File: config.mk
export PLATFORM = sky130hd
export DESIGN_NAME = systolic_feeder
export DESIGN_NICKNAME = d
export VERILOG_FILES = /design/src/rtl/tpu_pkg.sv /design/src/rtl/operand_buffer.sv /design/src/rtl/systolic_feeder.sv
export SDC_FILE = /design/constraint.sdc
export NUM_CORES = 1
export LEC_CHECK = 0
export BUFFER_PORTS_ARGS = -buffer_cell sky130_fd_sc_hd__buf_2
export CAP_MARGIN = 20
export CORE_MARGIN = 1.5
export CORE_UTILIZATION = 53
export CTS_BUF_LIST = sky130_fd_sc_hd__clkbuf_8
export CTS_CLUSTER_SIZE = 10
export DETAILED_ROUTE_END_ITERATION = 6
export HOLD_SLACK_MARGIN = 0.02
export PLACE_DENSITY = 0.85
export SLEW_MARGIN = 20
export SYNTH_ARGS = -nofsm -noshare
export SYNTH_HDL_FRONTEND = slang
export SYNTH_SLANG_ARGS = --single-unit
export TNS_END_PERCENT = 50
File: constraint.sdc
create_clock -name clk -period 2.8 [get_ports clk]
set_clock_uncertainty 0.1 [all_clocks]
set_input_delay 0.42 -clock clk [delete_from_list [all_inputs] [get_ports clk]]
set_output_delay 0.42 -clock clk [all_outputs]
set_load 0.005 [all_outputs]
File: src/rtl/tpu_pkg.sv
// Shared definitions for the TPU operand path: datapath widths and the
// feeder controller state encoding.
package tpu_pkg;

   localparam int DATA_W = 16;
   localparam int ACC_W  = 32;

   typedef enum logic [2:0] {
      ST_IDLE  = 3'd0,
      ST_CLEAR = 3'd1,
      ST_FEED  = 3'd2,
      ST_DRAIN = 3'd3,
      ST_DONE  = 3'd4
   } feeder_state_t;

endpackage

File: src/rtl/operand_buffer.sv
// N x N operand store: one synchronous write port and N independent
// combinational read ports, one per array lane.
module operand_buffer
   import tpu_pkg::*;
#(
   parameter int N  = 2,
   parameter int IW = 1
) (
   input  logic                        clk,
   input  logic                        reset,
   input  logic                        we,
   input  logic [IW-1:0]               row,
   input  logic [IW-1:0]               col,
   input  logic [DATA_W-1:0]           data,
   input  logic [N-1:0][IW-1:0]        rd_row,
   input  logic [N-1:0][IW-1:0]        rd_col,
   output logic [N-1:0][DATA_W-1:0]    rd_data
);

   logic [DATA_W-1:0] mem [N][N];

   always_ff @(posedge clk) begin
      if (reset) begin
         for (int r = 0; r < N; r++)
            for (int c = 0; c < N; c++)
               mem[r][c] <= '0;
      end else if (we) begin
         mem[row][col] <= data;
      end
   end

   always_comb begin
      rd_data = '0;
      for (int p = 0; p < N; p++)
         rd_data[p] = mem[rd_row[p]][rd_col[p]];
   end

endmodule

File: src/rtl/systolic_feeder.sv
// Loads A and B operand matrices, then streams them into a systolic array
// with the diagonal skew the array needs, followed by a drain period and done.
module systolic_feeder
   import tpu_pkg::*;
#(
   parameter int N         = 2,
   parameter int DRAIN_CYC = 2 * N
) (
   input  logic                          clk,
   input  logic                          reset,
   input  logic                          wr_en,
   input  logic                          wr_sel,
   input  logic [(N>1?$clog2(N):1)-1:0]  wr_row,
   input  logic [(N>1?$clog2(N):1)-1:0]  wr_col,
   input  logic [DATA_W-1:0]             wr_data,
   input  logic                          start,
   output logic                          busy,
   output logic                          array_rst,
   output logic [N-1:0][DATA_W-1:0]      a_out,
   output logic [N-1:0][DATA_W-1:0]      b_out,
   output logic                          done,
   output feeder_state_t                 fsm_state
);

   localparam int IW   = (N > 1) ? $clog2(N) : 1;
   localparam int CMAX = (2 * N - 1 > DRAIN_CYC) ? 2 * N - 1 : DRAIN_CYC;
   localparam int CW   = (CMAX > 1) ? $clog2(CMAX + 1) : 1;
   localparam logic [CW-1:0] FEED_LAST  = CW'(2 * N - 2);
   localparam logic [CW-1:0] DRAIN_LAST = CW'(DRAIN_CYC - 1);

   feeder_state_t state;
   logic [CW-1:0] cnt;

   logic                     we_a, we_b;
   logic [N-1:0]             lane_ok;
   logic [N-1:0][IW-1:0]     a_row, a_col, b_row, b_col;
   logic [N-1:0][DATA_W-1:0] a_rd, b_rd;

   // cnt is the FEED step t, then reused to time the DRAIN period.
   always_ff @(posedge clk) begin
      if (reset) begin
         state <= ST_IDLE;
         cnt   <= '0;
      end else begin
         case (state)
            ST_IDLE: begin
               cnt <= '0;
               if (start) state <= ST_CLEAR;
            end
            ST_CLEAR: begin
               cnt   <= '0;
               state <= ST_FEED;
            end
            ST_FEED: begin
               if (cnt == FEED_LAST) begin
                  cnt   <= '0;
                  state <= ST_DRAIN;
               end else begin
                  cnt <= cnt + CW'(1);
               end
            end
            ST_DRAIN: begin
               if (cnt == DRAIN_LAST) begin
                  cnt   <= '0;
                  state <= ST_DONE;
               end else begin
                  cnt <= cnt + CW'(1);
               end
            end
            ST_DONE: begin
               cnt   <= '0;
               state <= ST_IDLE;
            end
            default: begin
               cnt   <= '0;
               state <= ST_IDLE;
            end
         endcase
      end
   end

   assign we_a = wr_en && !wr_sel && (state == ST_IDLE);
   assign we_b = wr_en &&  wr_sel && (state == ST_IDLE);

   // Lane i carries element k = t - i: A[i][k] on rows, B[k][i] on columns.
   always_comb begin
      lane_ok = '0;
      a_row   = '0;
      a_col   = '0;
      b_row   = '0;
      b_col   = '0;
      for (int i = 0; i < N; i++) begin
         a_row[i] = IW'(i);
         b_col[i] = IW'(i);
         if (state == ST_FEED && int'(cnt) >= i && int'(cnt) - i < N) begin
            lane_ok[i] = 1'b1;
            a_col[i]   = IW'(int'(cnt) - i);
            b_row[i]   = IW'(int'(cnt) - i);
         end
      end
   end

   always_comb begin
      a_out = '0;
      b_out = '0;
      for (int i = 0; i < N; i++) begin
         if (lane_ok[i]) begin
            a_out[i] = a_rd[i];
            b_out[i] = b_rd[i];
         end
      end
   end

   operand_buffer #(.N(N), .IW(IW)) u_buf_a (
      .clk     (clk),
      .reset   (reset),
      .we      (we_a),
      .row     (wr_row),
      .col     (wr_col),
      .data    (wr_data),
      .rd_row  (a_row),
      .rd_col  (a_col),
      .rd_data (a_rd)
   );

   operand_buffer #(.N(N), .IW(IW)) u_buf_b (
      .clk     (clk),
      .reset   (reset),
      .we      (we_b),
      .row     (wr_row),
      .col     (wr_col),
      .data    (wr_data),
      .rd_row  (b_row),
      .rd_col  (b_col),
      .rd_data (b_rd)
   );

   assign busy      = (state != ST_IDLE);
   assign array_rst = (state == ST_CLEAR);
   assign done      = (state == ST_DONE);
   assign fsm_state = state;

endmodule

==> impl_metrics.ini <==
[outcome]
outcome = complete, but fails checks
violations = design-rule violations

[synth]
syn-instance-count = 481
async_flop_share_pct = 0
synth.distinct_cells = 38
synth-edff-count = 128
yosysSeqAreaShare_pct = 62.52
syn-cell-area_um2 = 6340
syn_avg_cell_area_um2 = 13.18
synth_warnings = 0
ys_seq_elements = 134
synthFlopType = edfxtp_1
syn-num-nets = 511

[detailed_routing]
num_vias = 3959
avgViaCountPerCell = 5.386
drcViolationCount = 5
wire_per_inst_um = 17.61
wirelength_mm = 12.94
drtIter0Drc = 235
firstDrtPassIters = 7
ant_nets = 0

[cts]
numClockSinks = 134
cts_buffer_depth = 2
ctsHoldBuffers = 0
clk_pin_slew_ns = 0.07
htreeDepth = 4
cts_tree = built
cts_buffers = 17
clk_latency_ns = 0.41
cts_root_buf = clkbuf_8

[global_route]
antenna_found_initial = 0
grt_pass1_wl_mm = 19.81
grt_pass1_vias = 3898
track_usage_pct = 20.78
gr-total-overflow = 0
grt_max_degree = 62

[timing]
clock.fmax_mhz = 369.1
setup_viol = 0
hold_viol = 0
setup_ws_ns = 0.09105
slew_headroom_pct = 49.86
fin_crit_sh_pct = 96.75
period_needed_ns = 2.709
slew_viol_final = 0
worstMarginPinSlew_ns = 0.7520

[placed_design]
detailed_place_hpwl_mm = 8.491
gp_congestion = 0.7773
dp_slack_ns = 0.3170
dpl.cell_count = 700
io_buffers = 92

[setup_path]
crit_type = flip-flop to output port
r2r_start = fsm_state[2]$_SDFFE_PP0P_
crit_arrival_ns = 2.19
r2r-end = u_buf_b.mem[0][1]$_SDFFCE_PN0P_
worstRegToRegCells = 4
crit_fanout = 8
critPathLaunchType = flip-flop
cp.required_ns = 2.28
crit_path_end_kind = output port
r2r_slack_ns = 0.49

[hold_path]
hold_depth = 4
min_from = start
hp-class = input port to flip-flop
holdPathEnd = fsm_state[0]$_SDFFE_PP0P_

[cells_and_area]
drive_gt1_share_pct = 32.09
final_cell_mix = edfxtp_1 (128), and2_1 (116), buf_2 (92)
nNetsFinal = 611
layout_commonest_cell = edfxtp_1
area_growth_pct = 19.18
instances_no_fill = 735
diodes = 0

[die]
io_pins = 93
coreArea_um2 = 11560
rows = 39
die_x_um = 112.4
die-area_um2 = 12630
die_h_um = 112.4
start_util_pct = 54.82

[power_and_ir_drop]
power_mw = 4.393
p_per_area_nw_per_um2 = 581.5
irDropWorstVdd_mv = 0.3512
leakagePower_nw = 2.932

[run]
drv_cap = 0
==> sequential cells by signal, summed over array words and instances, names as in the netlist <==
| register | cells |
|---|---|
| cnt | 3 |
| u_buf_b.mem | 64 |
| fsm_state | 3 |
| u_buf_a.mem | 64 |
==> Yosys cell counts (all sizes together), types with 2 or more instances <==
library cell    n  area share, %
edfxtp        128             61
a31o            2           0.28
nor4b           2           0.75
nor3b           2           0.41
buf            13            1.4
or3b            2           0.28
nor2           70            4.1
nand2           3           0.18
clkbuf         15           0.91
ha              7            1.4
o21ai           3           0.24
mux2i          65             10
inv             6           0.36
nor4            2           0.67
or2             4           0.39
nand2b          4           0.39
nor3            5           0.93
dfxtp           6            1.9
and2          128             13
or3             4           0.41
==> area by class of cell <==
type | instances | area [µm²]
clock inverter | 13 | 207.7
tap | 143 | 178.9
fill | 832 | 4009
sequential | 134 | 3976
timing repair buffer | 109 | 646.9
inverter | 6 | 22.52
clock buffer | 17 | 234.0
multi-input combinational | 313 | 2290
==> per-layer routing <==
metal / GRT usage (%) / vias to the layer above / wire [µm]
met5: 0 / - / 0
li1: - / 1875 / -
met2: 34.93 / 137 / 6555
met1: 27.06 / 1931 / 5538
met3: 3.834 / 16 / 644
met4: 8.101 / 0 / 204
==> power by group <==
| part | switching [mW] | total (mW) | internal, mW |
|---|---|---|---|
| Clock | 0.719 | 1.77 | 1.05 |
| Sequential | 0.0352 | 2.32 | 2.28 |
| Combinational | 0.193 | 0.305 | 0.112 |
| Total | 0.947 | 4.39 | 3.45 |
==> worst max path at each step <==
stage	start	endpoint
final	cnt[2]$_SDFF_PP0_	a_out[21]
after global routing	cnt[2]$_SDFF_PP0_	a_out[20]
after CTS	fsm_state[1]$_SDFFE_PP0P_	b_out[0]
after detailed placement	fsm_state[1]$_SDFFE_PP0P_	b_out[0]
after global placement	fsm_state[1]$_SDFFE_PP0P_	b_out[15]
after floorplan	fsm_state[2]$_SDFFE_PP0P_	u_buf_a.mem[0][16]$_SDFFCE_PN0P_
==> cell families after synthesis <==
kind of cell / synth area share, %
AO/OA/AOI/OAI: 1.421
AND/OR/NAND/NOR: 21.77
adder cells (fa/ha/maj): 1.381
buffers and inverters: 2.644
multiplexers: 10.26
flip-flops: 62.52
==> metrics by stage <==
| stage | setup TNS, ns | hold WS (ns) | util (%) | area [µm²] |
|---|---|---|---|---|
| 6_report | 0 | 0.2765 | 65.34 | 7556 |
| 3_3_place_gp | 0 | 0.4764 | 59.90 | 6928 |
| 5_1_grt | -0.003803 | 0.2809 | 65.34 | 7556 |
| 2_1_floorplan | 0 | 0.4283 | - | 6341 |
| 3_5_place_dp | 0 | 0.5011 | 59.90 | 6928 |
| 4_1_cts | 0 | 0.2526 | 63.86 | 7386 |
==> what timing repair did <==
item,CTS,global route
gates cloned,0,3
setup buffers,1,1
pin swaps,0,2
gates resized for setup,4,29
setup endpoints to repair,61,62
==> worst max-delay path: stages (launching register included) <==
cell and delay (ns):
dfxtp_1 0.44, inv_1 0.13, ha_4 0.27, nand2_1 0.04
a221o_2 0.45, clkbuf_16 0.22, nor2_2 0.11, buf_2 0.12
Note: power is estimated with default switching activity, not from simulation.
